### config.mk
export PLATFORM = sky130hd
export DESIGN_NAME = data_memory_master_flat
export DESIGN_NICKNAME = d
export VERILOG_FILES = /design/src/rtl/data_memory_master_pkg.sv /design/src/rtl/data_memory_master_if.sv /design/src/rtl/data_memory_master_mem_wait_counter.sv /design/src/rtl/data_memory_master.sv /design/src/flat_wrapper.sv
export SDC_FILE = /design/constraint.sdc
export NUM_CORES = 1
export LEC_CHECK = 0
export ABC_AREA = 1
export BUFFER_PORTS_ARGS = -buffer_cell sky130_fd_sc_hd__buf_2
export CAP_MARGIN = 20
export CORE_ASPECT_RATIO = 0.9
export CORE_MARGIN = 4
export CORE_UTILIZATION = 52
export CTS_CLUSTER_DIAMETER = 100
export DETAILED_ROUTE_END_ITERATION = 6
export HOLD_SLACK_MARGIN = 0.08
export PLACE_DENSITY = 0.8
export SETUP_SLACK_MARGIN = 0.1
export SYNTH_ARGS = -nofsm -noshare
export SYNTH_HDL_FRONTEND = slang
export SYNTH_HIERARCHICAL = 1
export SYNTH_SLANG_ARGS = --single-unit
export TNS_END_PERCENT = 1
### constraint.sdc
create_clock -name clock -period 3.7 [get_ports clock]
set_input_delay 0.185 -clock clock [delete_from_list [all_inputs] [get_ports clock]]
set_output_delay 0.185 -clock clock [all_outputs]
set_load 0.05 [all_outputs]
### src/rtl/data_memory_master_pkg.sv
// Shared types and constants for the data-memory initiator: FSM state encoding,
// default strobe timing and the address helpers used when a request is accepted.
package data_memory_master_pkg;

    typedef enum logic [2:0] {
        IDLE   = 3'd0,
        SETUP  = 3'd1,
        STROBE = 3'd2,
        HOLD   = 3'd3,
        RESP   = 3'd4
    } state_t;

    localparam logic ERR_FLAG = 1'b1;

    localparam int DEFAULT_SETUP_CYCLES  = 1;
    localparam int DEFAULT_STROBE_CYCLES = 1;
    localparam int DEFAULT_HOLD_CYCLES   = 1;
    localparam int DEFAULT_ADDR_BITS     = 12;

    // Width of the shared phase counter; phases longer than 2**CNT_BITS are not supported.
    localparam int CNT_BITS = 16;

    function automatic logic [31:0] word_index(input logic [31:0] addr, input bit word_mode);
        return word_mode ? (addr >> 2) : addr;
    endfunction

    // A request is rejected when it is not word aligned or decodes outside the memory.
    function automatic logic addr_error(input logic [31:0] addr, input bit word_mode,
                                        input int addr_bits);
        logic [31:0] idx;
        idx = word_index(addr, word_mode);
        return (addr[1:0] != 2'b00) || ((idx >> addr_bits) != 32'd0);
    endfunction

endpackage

### src/rtl/data_memory_master_if.sv
// Request/response handshake plus asynchronous memory pins of the data-memory initiator.
interface data_memory_master_if;

    logic        req_valid;
    logic        req_ready;
    logic        req_write;
    logic [31:0] req_addr;
    logic [31:0] req_wdata;

    logic        resp_valid;
    logic [31:0] resp_rdata;
    logic        resp_error;
    logic        busy;

    logic [31:0] mem_addr;
    logic        mem_ren;
    logic        mem_wen;
    logic [31:0] mem_din;
    logic [31:0] mem_dout;

    modport master (
        input  req_valid, req_write, req_addr, req_wdata, mem_dout,
        output req_ready, resp_valid, resp_rdata, resp_error, busy,
        output mem_addr, mem_ren, mem_wen, mem_din
    );

    modport slave (
        output req_valid, req_write, req_addr, req_wdata, mem_dout,
        input  req_ready, resp_valid, resp_rdata, resp_error, busy,
        input  mem_addr, mem_ren, mem_wen, mem_din
    );

endinterface

### src/rtl/data_memory_master_mem_wait_counter.sv
// Loadable down-counter timing the setup, strobe and hold phases; it stops at zero
// so a phase can never wrap around into a very long wait.
module mem_wait_counter
    import data_memory_master_pkg::*;
#(
    parameter int WIDTH = CNT_BITS
) (
    input  logic             clock,
    input  logic             reset,
    input  logic             load,
    input  logic [WIDTH-1:0] value,
    input  logic             enable,
    output logic             zero
);

    logic [WIDTH-1:0] count_q;

    always_ff @(posedge clock or negedge reset) begin
        if (!reset) begin
            count_q <= '0;
        end else if (load) begin
            count_q <= value;
        end else if (enable && (count_q != '0)) begin
            count_q <= count_q - WIDTH'(1);
        end
    end

    assign zero = (count_q == '0);

endmodule

### src/rtl/data_memory_master.sv
// Initiator for an asynchronous data memory: one load or store at a time, sequenced
// as address/data setup, strobe, hold, then a single-cycle response.
module data_memory_master
    import data_memory_master_pkg::*;
#(
    parameter int SETUP_CYCLES  = DEFAULT_SETUP_CYCLES,
    parameter int STROBE_CYCLES = DEFAULT_STROBE_CYCLES,
    parameter int HOLD_CYCLES   = DEFAULT_HOLD_CYCLES,
    parameter int ADDR_BITS     = DEFAULT_ADDR_BITS,
    parameter bit WORD_INDEX    = 1'b1
) (
    input logic                  clock,
    input logic                  reset,
    data_memory_master_if.master bus
);

    if (SETUP_CYCLES < 1 || STROBE_CYCLES < 1 || HOLD_CYCLES < 1) begin : g_bad_timing
        $error("data_memory_master: SETUP/STROBE/HOLD_CYCLES must all be >= 1");
    end

    localparam logic [CNT_BITS-1:0] SETUP_LOAD  = CNT_BITS'(SETUP_CYCLES - 1);
    localparam logic [CNT_BITS-1:0] STROBE_LOAD = CNT_BITS'(STROBE_CYCLES - 1);
    localparam logic [CNT_BITS-1:0] HOLD_LOAD   = CNT_BITS'(HOLD_CYCLES - 1);

    state_t state_q;
    state_t next_state;

    logic                write_q;
    logic [31:0]         rdata_q;

    logic                cnt_load;
    logic [CNT_BITS-1:0] cnt_value;
    logic                cnt_enable;
    logic                cnt_zero;

    logic                accept;
    logic                accept_error;
    logic                capture;
    logic                req_error;
    logic [31:0]         req_index;

    assign req_error = addr_error(bus.req_addr, WORD_INDEX, ADDR_BITS);
    assign req_index = word_index(bus.req_addr, WORD_INDEX);

    mem_wait_counter #(
        .WIDTH (CNT_BITS)
    ) u_wait (
        .clock  (clock),
        .reset  (reset),
        .load   (cnt_load),
        .value  (cnt_value),
        .enable (cnt_enable),
        .zero   (cnt_zero)
    );

    always_comb begin
        // NOTE: every signal written here gets a default first, so no path can leave
        // one unassigned and turn this block into a latch.
        next_state   = state_q;
        cnt_load     = 1'b0;
        cnt_value    = '0;
        cnt_enable   = 1'b0;
        accept       = 1'b0;
        accept_error = 1'b0;
        capture      = 1'b0;

        case (state_q)
            IDLE: begin
                if (bus.req_valid) begin
                    accept = 1'b1;
                    if (req_error) begin
                        accept_error = 1'b1;
                        next_state   = RESP;
                    end else begin
                        cnt_load   = 1'b1;
                        cnt_value  = SETUP_LOAD;
                        next_state = SETUP;
                    end
                end
            end
            SETUP: begin
                if (cnt_zero) begin
                    cnt_load   = 1'b1;
                    cnt_value  = STROBE_LOAD;
                    next_state = STROBE;
                end else begin
                    cnt_enable = 1'b1;
                end
            end
            STROBE: begin
                if (cnt_zero) begin
                    // Read data is sampled while ren is still high, on the last strobe edge.
                    capture    = !write_q;
                    cnt_load   = 1'b1;
                    cnt_value  = HOLD_LOAD;
                    next_state = HOLD;
                end else begin
                    cnt_enable = 1'b1;
                end
            end
            HOLD: begin
                if (cnt_zero) begin
                    next_state = RESP;
                end else begin
                    cnt_enable = 1'b1;
                end
            end
            RESP:    next_state = IDLE;
            default: next_state = IDLE;
        endcase
    end

    // All outputs are registered against next_state so nothing from req_* reaches the
    // memory pins combinationally, and reset drops the strobes immediately.
    always_ff @(posedge clock or negedge reset) begin
        if (!reset) begin
            state_q        <= IDLE;
            write_q        <= 1'b0;
            rdata_q        <= '0;
            bus.req_ready  <= 1'b1;
            bus.busy       <= 1'b0;
            bus.resp_valid <= 1'b0;
            bus.resp_rdata <= '0;
            bus.resp_error <= 1'b0;
            bus.mem_addr   <= '0;
            bus.mem_ren    <= 1'b0;
            bus.mem_wen    <= 1'b0;
            bus.mem_din    <= '0;
        end else begin
            // NOTE: non-blocking assignments here so every flop samples pre-edge values,
            // whatever order the statements are written in.
            state_q        <= next_state;
            bus.req_ready  <= (next_state == IDLE);
            bus.busy       <= (next_state != IDLE);
            bus.mem_ren    <= (next_state == STROBE) && !write_q;
            bus.mem_wen    <= (next_state == STROBE) && write_q;
            bus.resp_valid <= (next_state == RESP);

            if (accept) begin
                write_q <= bus.req_write;
                if (!req_error) begin
                    bus.mem_addr <= req_index;
                    bus.mem_din  <= bus.req_write ? bus.req_wdata : 32'd0;
                end
            end

            if (capture) begin
                rdata_q <= bus.mem_dout;
            end

            if (next_state == RESP) begin
                bus.resp_error <= accept_error ? ERR_FLAG : ~ERR_FLAG;
                bus.resp_rdata <= (accept_error || write_q) ? 32'd0 : rdata_q;
            end

            if (state_q == RESP) begin
                bus.mem_addr <= '0;
                bus.mem_din  <= '0;
            end
        end
    end

endmodule

### src/flat_wrapper.sv
// flat-port wrapper written by rule: the top's interface ports become plain ports
module data_memory_master_flat import data_memory_master_pkg::*;
#(
    parameter int SETUP_CYCLES  = DEFAULT_SETUP_CYCLES,
    parameter int STROBE_CYCLES = DEFAULT_STROBE_CYCLES,
    parameter int HOLD_CYCLES   = DEFAULT_HOLD_CYCLES,
    parameter int ADDR_BITS     = DEFAULT_ADDR_BITS,
    parameter bit WORD_INDEX    = 1'b1
)
  (clock, reset, bus_req_valid, bus_req_write, bus_req_addr, bus_req_wdata, bus_mem_dout, bus_req_ready, bus_resp_valid, bus_resp_rdata, bus_resp_error, bus_busy, bus_mem_addr, bus_mem_ren, bus_mem_wen, bus_mem_din);
  data_memory_master_if bus_i ();
  input logic clock;
  input logic reset;
  input wire logic [$bits(bus_i.req_valid)-1:0] bus_req_valid;
  input wire logic [$bits(bus_i.req_write)-1:0] bus_req_write;
  input wire logic [$bits(bus_i.req_addr)-1:0] bus_req_addr;
  input wire logic [$bits(bus_i.req_wdata)-1:0] bus_req_wdata;
  input wire logic [$bits(bus_i.mem_dout)-1:0] bus_mem_dout;
  output wire logic [$bits(bus_i.req_ready)-1:0] bus_req_ready;
  output wire logic [$bits(bus_i.resp_valid)-1:0] bus_resp_valid;
  output wire logic [$bits(bus_i.resp_rdata)-1:0] bus_resp_rdata;
  output wire logic [$bits(bus_i.resp_error)-1:0] bus_resp_error;
  output wire logic [$bits(bus_i.busy)-1:0] bus_busy;
  output wire logic [$bits(bus_i.mem_addr)-1:0] bus_mem_addr;
  output wire logic [$bits(bus_i.mem_ren)-1:0] bus_mem_ren;
  output wire logic [$bits(bus_i.mem_wen)-1:0] bus_mem_wen;
  output wire logic [$bits(bus_i.mem_din)-1:0] bus_mem_din;
  assign bus_i.req_valid = bus_req_valid;
  assign bus_i.req_write = bus_req_write;
  assign bus_i.req_addr = bus_req_addr;
  assign bus_i.req_wdata = bus_req_wdata;
  assign bus_i.mem_dout = bus_mem_dout;
  assign bus_req_ready = bus_i.req_ready;
  assign bus_resp_valid = bus_i.resp_valid;
  assign bus_resp_rdata = bus_i.resp_rdata;
  assign bus_resp_error = bus_i.resp_error;
  assign bus_busy = bus_i.busy;
  assign bus_mem_addr = bus_i.mem_addr;
  assign bus_mem_ren = bus_i.mem_ren;
  assign bus_mem_wen = bus_i.mem_wen;
  assign bus_mem_din = bus_i.mem_din;
  data_memory_master #(.SETUP_CYCLES(SETUP_CYCLES), .STROBE_CYCLES(STROBE_CYCLES), .HOLD_CYCLES(HOLD_CYCLES), .ADDR_BITS(ADDR_BITS), .WORD_INDEX(WORD_INDEX)) u_core (.clock(clock), .reset(reset), .bus(bus_i));
endmodule
Word-level counts from Yosys, hierarchy flattened. Index checks and enable logic that the tools add are counted.

Bits in latches: 0. Logic and storage cells: 69. Bits in registers: 154. Output and inout port bits: 102. Memories kept: 0. Bits in read-only memories: 0. Input port bits: 100. Memory bits (writable): 0.

Add/subtract/negate cells: 1. $lt $le $gt $ge: 0. Reductions and logical operators: 18. Div/mod/pow operators: 0. Eq/ne operators: 7. $mul: 0. Shifts and indexed selects: 0. Bitwise logic cells: 0. Multiplexer cells: 30.

Operator list (number): 32-bit two-way mux (8); 16-bit two-way mux (2); 32-bit nonzero test (1); 16-bit zero test (1); 16-bit nonzero test (1); 16-bit by 1-bit subtractor with 16-bit output (second input constant) (1); 3-bit two-way mux (5); 1-bit two-way mux (13); 3-bit case mux with 4 select lines (1); 3-bit by 2-bit == test with 1-bit output (second input constant) (3); 3-bit == test (second input constant) (2); 3-bit zero test (2); 2-bit nonzero test (3); 3-bit by 1-bit == test with 1-bit output (second input constant) (1); 1-bit logical AND (3); 3-bit nonzero test (1); 3-bit OR reduction (1); 1-bit logical OR (2); 2-bit inequality test (second input constant) (1); 1-bit case mux with 2 select lines (1); 2-bit AND reduction (1); 2-bit OR reduction (1); 1-bit zero test (1).

Logic depth before layout (Yosys ltp). Gate-level depths: netlist of the first run.

Word-level depth: 7. Gate-level depth with buffers: 18. Mapped depth without buffers: 15.

By module. The synthesis of the first run kept the hierarchy.

By module, submodules not included: data_memory_master (seq. area each 3404.5 sq um, area an instance 5462.7 sq um, times used 1, cells each 530); mem_wait_counter (seq. area each 400.4 sq um, area an instance 1337.5 sq um, times used 1, cells each 181).

Least setup slack after synthesis of the first run. No wires, ideal clock.

Path kind: register -> register. From: register u_core.u_wait.count_q[0]. To: register u_core.u_wait.count_q[2]. Arrival: 2.447 ns. Cell stages (with the launch flop): 19. Setup time: 0.121 ns. Period minus slack after synthesis: 2.568 ns. Required time: 3.579 ns. Path buffers: 3. Path slack: 1.132 ns. Cells stage by stage: dfrtp_1 inv_1 ha_1 inv_1 nor2_2 nand3_2 nor2_2 nand2_1 nor4_2 clkbuf_1 nand2_1 a21boi_1 buf_2 inv_1 buf_2 o21ai_0 nand2_1 nand2_1 o21ai_1.

Elaborated cells between the ends (all ways): 11. Those cells by class: 1 x add/sub; 6 x mux; 4 x reduce/logical.

RTL lines: start: declaration (line data_memory_master_mem_wait_counter.sv:16) `logic [WIDTH-1:0] count_q;`; start signal: assignment (line data_memory_master_mem_wait_counter.sv:22) `count_q <= value;`; start signal: assignment (line data_memory_master_mem_wait_counter.sv:24) `count_q <= count_q - WIDTH'(1);`; 16-bit zero test * (line data_memory_master_mem_wait_counter.sv:28) `assign zero = (count_q == '0);`; via u_core.cnt_zero (line data_memory_master.sv:34) `logic cnt_zero;`; 1-bit two-way mux * (line data_memory_master.sv:82, data_memory_master.sv:91); 1-bit case mux with 2 select lines * (line data_memory_master.sv:67) `case (state_q)`; via u_core.cnt_load (line data_memory_master.sv:31) `logic cnt_load;`; 16-bit two-way mux / 2-bit nonzero test (equally long branches).

The timed path passes the listed nets; every way through them passes the cells marked *. The select of a mux whose other input is x is not followed. A chain may end at the register's enable or synchronous reset.

Final worst setup path of the first run.
From: register u_core.u_wait.count_q[0]. To: register u_core.u_wait.count_q[12].

The elaborated chain is that of the path after synthesis.

==> impl_results.md, run 1 <==
* Status: completed
* Final Power at 0.00422 W
* CTS sink cnt at 152
* Net Sw Power at 0.00118 W
* Sequential Power Share at 0.423
* Row count at 39
* Worst slew pin tran at 927 ps
* HP Class: in2reg
* Port bufs at between 150 and 200
* Final Cell Area at about 9300 um2
* Layout cell share with drive strength beyond 1 at 0.324
* Setup_tns at 0 ps
* Pre-antenna DRT Iters at 5
* Period utilisation layout at 0.842
* CTS buffer count at 17
* Worst Path Required at 4010 ps
* Post-Syn Area at 6800 um2
* Root buf cell: clkbuf_16
* Top delay family on crit path: simple AND/OR/NAND/NOR gates
* Crit Path Class: reg2reg
* Avg WL per Cell at 16.8 um
* Achievable frequency at 0.321 GHz
* Detailed Place HPWL at approximately 11 mm
* Post-CTS Setup Repair Bufs at 0
* Delay of the slowest critical-path stage at 420 ps
* DRC errors left at 0
* Setup Viol. Count Final at 0
* Max-slew headroom at 0.381
* Main combinational cell family by area after synthesis: simple AND/OR/NAND/NOR gates
* Slowest-stage cell, CP: or2_2
* Clk Latency, worst-skew pair at about 430 ps
* Area of the core at ~13000 um2
* Clk buf depth at 2
* Standby leakage power at roughly 4.9 nW
* Cells after Synth at 711
* WL final at roughly 20 mm
* Final hold slack at 114 ps
* Final min period at 3120 ps
* Yosys synthesis warning count at 6
* Initial antenna violation count at 1
* Crit. End Element: register
* RePlAce Congestion at 0.849
* Seq cells post-synth at 152
* Register area share after synthesis at 0.560
* Die H at 116 um
* Arr. time, crit path at 3430 ps
* GRT Overall Usage at 0.271
* Top-Level Pins at 202
* Pin count of the biggest net entering global routing at 93
* Vias per cell at 5.27
* Adder-cell share of the synthesized area at 0.00184
* Number of global-route vias before repair at around 6400
* GRT Residual Overflow at 0
* Total number of vias at 6183
* Area grow syn2layout at 37.5%
* Die ar. at 15000 um2
* H-tree levels at 4
* Cell internal pwr at 0.00304 W
* Largest fanout on the critical path at 22
* Cells along the critical path: inv_1 -> ha_1 -> inv_1 -> nor2_2 -> nand3_2 -> nor2_2 -> nand2_1 -> nor4_2 -> buf_4 -> nand2_1 -> a21boi_1 -> inv_1 -> or2_2 -> nand3_1 -> nand2_1
* Sequential cell area at 3800 um2
* Mux share of post-synthesis cell area at 0.0530
* Filler cells at 802
* PostCTS Resize Cnt at 0
* Comb power frac at 0.147
* # nets final at 1097
* Power Dens Cells at 452 nW/um2
* VDD IR max at between 400 and 500 uV
* Initial core utilization at 0.534
* Sw Share at 0.279
* Leading area contributor after synthesis: dfrtp_1
* Cell Area, Placed at 7960 um2
* Setup Skew at roughly 11 ps
* Die width at 129 um
* Clock power frac at 0.430
* CP bufs+invs at 4
* Worst-path clk slew at around 70 ps
* Post-synth cell types at 42
* RSZ-0062 raised after global routing: false
* TritonCTS clock tree: done
* Area share of the largest cell type after synthesis at 0.556
* Synth Area per Inst at roughly 9.6 um2
* Max-cap violation count at 0
* DRT antenna net count at 0
* Synth Area in XOR/XNOR at 0.00626
* Synth area leaders: dfrtp_1 56%, nand2_1 7.2%, nand3_1 6.8%, nor2_1 4.6%, mux2_2 2.8%
* Synth Area in Compound Gates at 0.0629
* Post-Synth Simple-Gate Area at 0.255
* Initial detailed-routing violation count at 452
* Area of the multi-input gates at 2650 um2
* Startpoint types: register
* Slew Viols, Final at 0
* First-pass GRT wire length at 31.3 mm
* Fin. Hold Viols at 0
==> state kept, by name (all words and copies together), names as in the netlist <==
name and flops:
u_core/bus.mem_din 32, u_core/bus.resp_valid 1, u_core/u_wait/count_q 16, u_core/bus.mem_addr 30, u_core/bus.mem_wen 1, u_core/bus.req_ready 1, u_core/bus.resp_rdata 32, u_core/rdata_q 32
u_core/bus.busy 1, u_core/bus.resp_error 1, u_core/state_q 3, u_core/write_q 1, u_core/bus.mem_ren 1
==> cell type report <==
cell class              count  share of cell area
clock inverters            12              0.0173
well taps                 164              0.0219
flip-flops and latches    152               0.407
diodes                      1            0.000268
inverters                  52              0.0209
repair buffers            288               0.201
multi-input cells         485               0.283
clock buffers              20              0.0488
==> metal layers <==
| layer | vias to the layer above | GRT usage | share of wire |
|---|---|---|---|
| li1 | 2854 | - | - |
| met1 | 2944 | 0.305 | 0.37 |
| met2 | 297 | 0.460 | 0.51 |
| met3 | 88 | 0.0782 | 0.073 |
| met4 | 0 | 0.167 | 0.050 |
| met5 | - | 0 | 0 |
==> layout by cell type (no fill, tap or decap), types with 2 or more instances in the layout <==
cell             n
mux2_2          17
clkbuf_8         2
inv_6            3
nand2_1        130
nand4_1          3
conb_1          18
or2_2            2
inv_2            2
nor3_1           2
xor2_1           2
a21oi_2         20
nand2_4          3
nor2_2          10
dfrtp_1        151
nand3b_1         3
nand2_2          5
o21ai_1         12
buf_4           11
nand3_1         93
mux2_1          15
o21ai_0         19
a21oi_1         15
inv_1           49
clkinv_2         2
clkbuf_16       17
clkinvlp_4       2
buf_2          198
nor2_1          83
dlygate4sd3_1   77
bufinv_16        3
nand3_2         16
or2_1            2
nor2_4           5
==> what timing repair did <==
item | 4_1_cts | 5_1_grt
setup endpoints to repair | 0 | 0
hold buffers | 77 | 0
hold endpoints to repair | 166 | 0
==> tightest hold or removal path: stages <==
cell,delay [ps]
buf_2,170
nand2_1,70
o21ai_0,60
==> synthesized netlist by cell type <==
library cell / instances
nand2_2: 5
nand2_8: 1
and2_1: 1
inv_1: 49
buf_12: 1
o21bai_1: 1
nor4_2: 1
a21oi_1: 15
clkbuf_4: 1
nand3_1: 93
buf_4: 2
dfstp_2: 1
nand2_4: 3
mux2_2: 17
nor2_1: 83
or2_2: 2
nor3_1: 2
xnor2_2: 1
buf_6: 3
nand4_1: 3
a21boi_1: 1
nand3b_1: 3
nand4_2: 1
o21a_1: 1
nor2_2: 10
nand2_1: 130
nor2_4: 5
a21oi_2: 20
o21ai_1: 12
dfrtp_1: 151
xor2_1: 2
mux2_1: 15
nand3_2: 16
clkbuf_1: 16
xnor2_1: 1
clkinv_1: 1
buf_2: 16
o21ai_0: 19
inv_2: 2
ha_1: 1
conb_1: 1
or2_1: 2
==> worst paths after layout <==
check / slack, ps / startpoint / end / depth (start not counted)
setup / recovery: 580 / u_core/u_wait/count_q[0] / u_core/u_wait/count_q[12] / 15
hold / removal: 110 / bus_req_write / u_core/bus.mem_din[27] / 3
setup reg to reg: 580 / u_core/u_wait/count_q[0] / u_core/u_wait/count_q[12] / 15
hold reg to reg: 440 / u_core/write_q / u_core/bus.mem_ren / 1
max in group asynchronous: 2340 / reset / u_core/bus.req_ready / 3
min in group asynchronous: 400 / reset / u_core/bus.mem_addr[1] / 2
==> power groups by stage <==
stage                     clock network [W]  logic (W)  registers, W
after global routing                0.00191   0.000666       0.00179
after global placement                    0   0.000537       0.00181
after detailed placement                  0   0.000544       0.00181
final                               0.00182   0.000623       0.00179
after CTS                           0.00182   0.000610       0.00178
after floorplan                           0   0.000161       0.00200
==> kinds of logic (layout without fill, tap and decap cells) <==
logic type      Yosys count  after routing
simple gates            361            361
flops                   152            152
buf+inv                  91            372
compound gates           69             69
mux                      32             32
xor+xnor                  4              4
fa+ha+maj                 1              1
other cells               1             19
==> metrics by stage <==
stage          cells  setup WS [ps]   util
2_1_floorplan    728           1130      -
3_3_place_gp    1064            830  0.625
3_5_place_dp    1064            736  0.625
4_1_cts         1173            615  0.734
5_1_grt         1174            214  0.734
6_report        1174            584  0.734
Note: power is estimated with default switching activity, not from simulation.
==> run 2, diff against run 1 <==
--- a/config.mk
+++ b/config.mk
@@ -10,11 +10,11 @@
 export CAP_MARGIN = 20
 export CORE_ASPECT_RATIO = 0.9
 export CORE_MARGIN = 4
-export CORE_UTILIZATION = 52
+export CORE_UTILIZATION = 47
 export CTS_CLUSTER_DIAMETER = 100
 export DETAILED_ROUTE_END_ITERATION = 6
 export HOLD_SLACK_MARGIN = 0.08
-export PLACE_DENSITY = 0.8
+export PLACE_DENSITY = 0.77
 export SETUP_SLACK_MARGIN = 0.1
 export SYNTH_ARGS = -nofsm -noshare
 export SYNTH_HDL_FRONTEND = slang
==> constraint.sdc (replaced) <==
create_clock -name clock -period 2.6 [get_ports clock]
set_input_delay 0.13 -clock clock [delete_from_list [all_inputs] [get_ports clock]]
set_output_delay 0.13 -clock clock [all_outputs]
set_load 0.05 [all_outputs]
==> run 2 against run 1 <==
Compared with the run above: combinational power rose by 48%; critical endpoint is now u_core/bus.resp_rdata[0]; power rose by 36%; largest power group is now sequential cells; wire length fell by 0.85%; final cell count rose by 3.6%; design area rose by 2.6%; maximum frequency rose by 31%; sequential power rose by 42%; first-iteration DRC count fell by 13%; non-clock buffer count rose by 14; clock power rose by 26%; setup slack got worse by 370 ps; utilization fell by 5.4 points.
==> impl_results.md, run 2 (same netlist as run 1, synthesis figures left out) <==
* Setup Viol. Count Final at 0 (unchanged)
* Clk Latency, worst-skew pair at 420 ps (about the same)
* Avg WL per Cell at 16.1 um (-4.3%)
* RSZ-0062 raised after global routing: true
* First-pass GRT wire length at 30.7 mm (-1.9%)
* Worst Path Required at 2930 ps (-1080 ps)
* Max-slew headroom at 0.490 (+0.108)
* Detailed Place HPWL at 11.4 mm (+4.0%)
* Area of the core at 14100 um2 (+11%)
* Slew Viols, Final at 0 (unchanged)
* Filler cells at 1030 (+28%)
* Initial core utilization at 0.482 (-0.0519)
* Worst slew pin tran at 765 ps (-161 ps)
* Pre-antenna DRT Iters at 5 (unchanged)
* Final Cell Area at 9590 um2 (+2.6%)
* Achievable frequency at 0.419 GHz (+31%)
* RePlAce Congestion at 0.822 (-3.1%)
* HP Class: in2reg
* Setup_tns at 0 ps (unchanged)
* Standby leakage power at 4.92 nW (+1.4%)
* DRT antenna net count at 0 (unchanged)
* Most common cell after layout, fill and taps aside: buf_2
* Die width at 135 um (+4.9%)
* Layout cell share with drive strength beyond 1 at 0.332 (+0.00762)
* Power Dens Cells at 599 nW/um2 (+33%)
* Die ar. at 16500 um2 (+9.9%)
* Max-cap violation count at 0 (unchanged)
* GRT Overall Usage at 0.236 (-0.0355)
* Area grow syn2layout at 41.0%
* VDD IR max at 511 uV (+11%)
* CTS buffer count at 17 (unchanged)
* Crit Path Class: reg2reg
* Top-Level Pins at 202 (unchanged)
* Post-CTS Setup Repair Bufs at 0 (unchanged)
* Largest fanout on the critical path at 17 (-23%)
* Final min period at 2390 ps (-729 ps)
* Most frequent cells in the layout: 198 x buf_2, 151 x dfrtp_1, 130 x nand2_1
* Initial antenna violation count at 0 (-1)
* WL final at 19.6 mm (-0.85%)
* Largest registers: u_core/bus.mem_din x32, u_core/bus.resp_rdata x32, u_core/rdata_q x32
* Fin. Hold Viols at 0 (unchanged)
* Total number of vias at 6163 (-0.32%)
* Crit. End Element: register
* CTS sink cnt at 152 (unchanged)
* Row count at 41 (+5.1%)
* Pin count of the biggest net entering global routing at 84 (-9.7%)
* TritonCTS clock tree: done
* Initial detailed-routing violation count at 391 (-13%)
* DRC errors left at 0 (unchanged)
* Period utilisation layout at 0.918 (+0.0759)
* Final hold slack at 108 ps (-5.69 ps)
* GRT Residual Overflow at 0 (unchanged)
* Startpoint types: register
* Setup Skew at 8.31 ps (-2.85 ps)
* Clk buf depth at 2 (unchanged)
* Root buf cell: clkbuf_16
* # nets final at 1111 (+1.3%)
* Die H at 122 um (+4.8%)
* Number of global-route vias before repair at 6289 (-1.1%)
* Cell Area, Placed at 8050 um2 (+1.1%)
* Arr. time, crit path at 2720 ps (-710 ps)
* H-tree levels at 4 (unchanged)
* Worst-path clk slew at 60 ps (about the same)
* Port bufs at 199 (unchanged)
* Status: completed
* Vias per cell at 5.07 (-3.8%)
-- run 2: changes by cell type in the layout (fill, tap and decap cells not counted), moves of 2 or more --
cell,before,now
nor2_4,5,7
buf_4,11,14
clkbuf_16,17,20
buf_12,1,3
dlygate4sd3_1,77,82
inv_6,3,1
nor2_2,10,8
bufinv_16,3,1
clkinv_2,2,4
-- run 2: final cells by class --
type                            count  area (um2)  share of cell area
Antenna cell                        1        2.50            0.000261
Clock buffer                       20         457              0.0476
Clock inverter                     11        98.8              0.0103
Inverter                           52         195              0.0204
Multi-Input combinational cell    485        2700               0.282
Sequential cell                   152        3800               0.397
Tap cell                          193         241              0.0252
Timing Repair Buffer              302        2090               0.218
-- run 2: routing by layer --
| layer | global-route usage | vias to the layer above | wire length (um) | share of wire |
|---|---|---|---|---|
| met5 | 0 | - | 0 | 0 |
| met4 | 0.115 | 0 | 716 | 0.037 |
| met3 | 0.0665 | 65 | 1450 | 0.074 |
| met2 | 0.391 | 294 | 9830 | 0.50 |
| met1 | 0.284 | 2908 | 7560 | 0.39 |
| li1 | - | 2896 | - | - |
-- run 2: what timing repair did --
item	4_1_cts	5_1_grt
hold endpoints to repair	155	0
endpoints found under the setup margin	3	87
gates cloned	1	3
hold buffers	82	0
resized for setup	0	14
-- run 2: through the flow --
step	setup slack (ps)	cells	utilization	total power, W
6_report	213	1216	0.680	0.00575
5_1_grt	33.4	1215	0.680	0.00599
2_1_floorplan	125	728	-	0.00308
3_5_place_dp	118	1098	0.570	0.00335
3_3_place_gp	221	1098	0.570	0.00334
4_1_cts	92.3	1212	0.670	0.00576
-- run 2: worst paths after layout --
kind,slack [ps],cells after the start,to,from
max,210,14,u_core/bus.resp_rdata[0],u_core/u_wait/count_q[1]
min,110,3,u_core/bus.mem_din[28],bus_req_write
max reg2reg,210,14,u_core/bus.resp_rdata[0],u_core/u_wait/count_q[1]
min reg2reg,460,1,u_core/bus.mem_ren,u_core/write_q
max in group asynchronous,1530,3,u_core/bus.mem_din[0],reset
min in group asynchronous,330,2,u_core/bus.resp_rdata[4],reset
-- run 2: worst max-delay path: stages, from the launching register on --
cell     delay [ps]
dfrtp_1         400
inv_1           120
ha_4            160
inv_1            80
nor2_4          110
nand3_2         120
nor2_4          120
nand2_1          90
nor4_4          180
buf_4           200
nand2_1         140
nand2_4         180
buf_12          180
nor2_1           60
a21oi_1         150
-- run 2: report_power, final --
group / internal, W / switching, W / total [W]
Clock: 0.00136 / 0.000933 / 0.00229
Sequential: 0.00248 / 0.0000625 / 0.00254
Combinational: 0.000305 / 0.000614 / 0.000919
Total: 0.00414 / 0.00161 / 0.00575
==> run 3, diff against run 2 <==
--- a/config.mk
+++ b/config.mk
@@ -15,6 +15,7 @@
 export DETAILED_ROUTE_END_ITERATION = 6
 export HOLD_SLACK_MARGIN = 0.08
 export PLACE_DENSITY = 0.77
+export REMOVE_ABC_BUFFERS = 1
 export SETUP_SLACK_MARGIN = 0.1
 export SYNTH_ARGS = -nofsm -noshare
 export SYNTH_HDL_FRONTEND = slang
==> run 3 against run 2 <==
Compared with the run above: clock power grew 5%; global-route usage grew 0.061 points; final cell count grew 0.41%; combinational power shrank 0.9%; design area grew 1.0%; utilization grew 0.68 points; flip-flop and latch count is the same; wire length grew 0.22%; register-to-register slack lost 50 ps; hold slack lost 15 ps; largest cell class unchanged; largest power group unchanged.
==> impl_results.md, run 3 (same netlist as run 1, synthesis figures left out) <==
* Area of the core at 14100 um2 (unchanged)
* Stages on worst setup path at 16 (+2)
* # nets final at 1115 (+0.36%)
* Post-layout util at 0.687 (+0.00683)
* GRT Overall Usage at 0.236 (+0.000608)
* CP bufs+invs at 4 (unchanged)
* Crit Path Class: reg2reg
* DRC errors left at 0 (unchanged)
* Critical path launch point: u_core/u_wait/count_q[0]
* Fin worst setup slack at 164 ps (-49.3 ps)
* RSZ-0062 raised after global routing: true
* Setup_tns at 0 ps (unchanged)
* Die ar. at 16500 um2 (unchanged)
* CTS buffer count at 17 (unchanged)
* Setup Viol. Count Final at 0 (unchanged)
* Initial antenna violation count at 2 (+2)
* Max-slew headroom at 0.538 (+0.0482)
* RePlAce Congestion at 0.859 (+4.5%)
* Power Dens Cells at 605 nW/um2 (+0.87%)
* Slowest-stage cell, CP: dfrtp_1
* Reg-to-reg slack, setup at 160 ps (-50 ps)
* Detailed Place HPWL at 11.5 mm (+0.96%)
* Layout cell share with drive strength beyond 1 at 0.338 (+0.00650)
* Port bufs at 199 (unchanged)
* TritonCTS clock tree: done
* Clk Latency, worst-skew pair at 420 ps (about the same)
* Total number of vias at 6167 (+0.065%)
* Die H at 122 um (unchanged)
* Setup Skew at 6.97 ps (-1.34 ps)
* Critical path capture point: u_core/u_wait/count_q[5]
* Largest registers: u_core/bus.mem_din x32, u_core/bus.resp_rdata x32, u_core/rdata_q x32
* Root buf cell: clkbuf_16
* Vias per cell at 5.05 (-0.34%)
* Cells along the critical path: inv_2 -> ha_4 -> inv_2 -> nor2_4 -> nand3_4 -> nor2_4 -> nand2_2 -> nor4_4 -> nand2_1 -> a21boi_2 -> inv_2 -> buf_4 -> nand3_1 -> nand2_1 -> nand2_1 -> o21ai_1
* R2R depth at 16 (+2)
* Top delay family on crit path: simple AND/OR/NAND/NOR gates
* Met1 WL at 7.86 mm (+3.9%)
* GRT Residual Overflow at 0 (unchanged)
* Status: completed
* DP Worst Slack at 122 ps (+3.48 ps)
* Worst slew pin tran at 693 ps (-72.3 ps)
* Top-Level Pins at 202 (unchanged)
* H-tree levels at 4 (unchanged)
* First-pass GRT wire length at 30.7 mm (about the same)
* Area grow syn2layout at 42.4%
* Number of global-route vias before repair at 6230 (-0.94%)
* Slew Viols, Final at 0 (unchanged)
* Startpoint types: register
* Placed cell count at 1097 (-0.091%)
* Initial core utilization at 0.482 (unchanged)
* Standby leakage power at 4.95 nW (+0.50%)
* VDD IR max at 455 uV (-11%)
* Most common cell after layout, fill and taps aside: buf_2
* Fin. Hold Viols at 0 (unchanged)
* Achievable frequency at 0.410 GHz (-2.0%)
* Initial detailed-routing violation count at 451 (+15%)
* Avg WL per Cell at 16.1 um (-0.19%)
* Period utilisation layout at 0.937 (+0.0189)
* Crit. End Element: register
* Post-Layout Cell Count at 1221 (+0.41%)
* Die width at 135 um (unchanged)
* Clk buf depth at 2 (unchanged)
* Most frequent cells in the layout: 198 x buf_2, 151 x dfrtp_1, 127 x nand2_1
* Final min period at 2440 ps (+49.3 ps)
* CTS sink cnt at 152 (unchanged)
* Worst Path Required at 2900 ps (-30 ps)
* Arr. time, crit path at 2730 ps (about the same)
* Delay of the slowest critical-path stage at 400 ps (about the same)
* Row count at 41 (unchanged)
* Final hold slack at 93.3 ps (-14.9 ps)
* Met2 wire len at 9.55 mm (-2.9%)
* Worst-path clk slew at 60 ps (about the same)
* Worst r2r dst: u_core/u_wait/count_q[5]
* DR WL met3 at 1.52 mm (+5.0%)
* HP Class: in2reg
* Max Used Layer: met4
* Largest fanout on the critical path at 8 (-9)
* Pin count of the biggest net entering global routing at 75 (-11%)
* Max-cap violation count at 0 (unchanged)
* Pre-antenna DRT Iters at 5 (unchanged)
* WL final at 19.6 mm (+0.22%)
* DRT antenna net count at 0 (unchanged)
* RR Startpoint: u_core/u_wait/count_q[0]
run 3: area by class of cell:
type | instances | area (um2)
fillers | 997 | 4420
flip-flops and latches | 152 | 3800
multi-input cells | 485 | 2740
repair buffers | 306 | 2130
clock buffers | 21 | 450
well taps | 193 | 241
inverters | 52 | 195
clock inverters | 10 | 120
diodes | 2 | 5.00
run 3: power breakdown:
group | leakage [nW] | total, W | switching, W | internal (W)
clock network | 0.262 | 0.00240 | 0.000969 | 0.00144
logic | 2.74 | 0.000911 | 0.000605 | 0.000306
registers | 1.94 | 0.00254 | 0.0000660 | 0.00248
total | 4.95 | 0.00586 | 0.00164 | 0.00422
run 3: worst min path at each step:
stage	slack [ps]	depth (start not counted)	startpoint	endpoint
floorplan	-170	0	reset	u_core/bus.busy
global placement	200	1	reset	u_core/bus.mem_addr[12]
detailed placement	200	1	reset	u_core/bus.mem_addr[16]
CTS	80	3	bus_req_write	u_core/write_q
global route	110	3	bus_req_write	u_core/write_q
finish	90	3	bus_req_write	u_core/write_q
run 3: metrics by stage:
stage | power [W] | instance area [um2]
3_5_place_dp | 0.00336 | 8060
2_1_floorplan | 0.00306 | 6650
4_1_cts | 0.00586 | 9480
5_1_grt | 0.00608 | 9690
6_report | 0.00586 | 9690
3_3_place_gp | 0.00334 | 8060
run 3: tightest hold or removal path: stages:
cell and delay, ps:
buf_2 180, nand2_1 90, o21ai_0 70
run 3: repair_timing:
item,CTS,global route
gates resized for setup,0,25
setup endpoints to repair,0,86
hold buffers,85,0
endpoints found under the hold margin,148,0
setup buffers,0,3
run 3: per-layer routing:
metal,vias to the layer above,global-route usage
li1,2895,-
met1,2913,0.290
met2,295,0.384
met3,64,0.0727
met4,0,0.111
met5,-,0
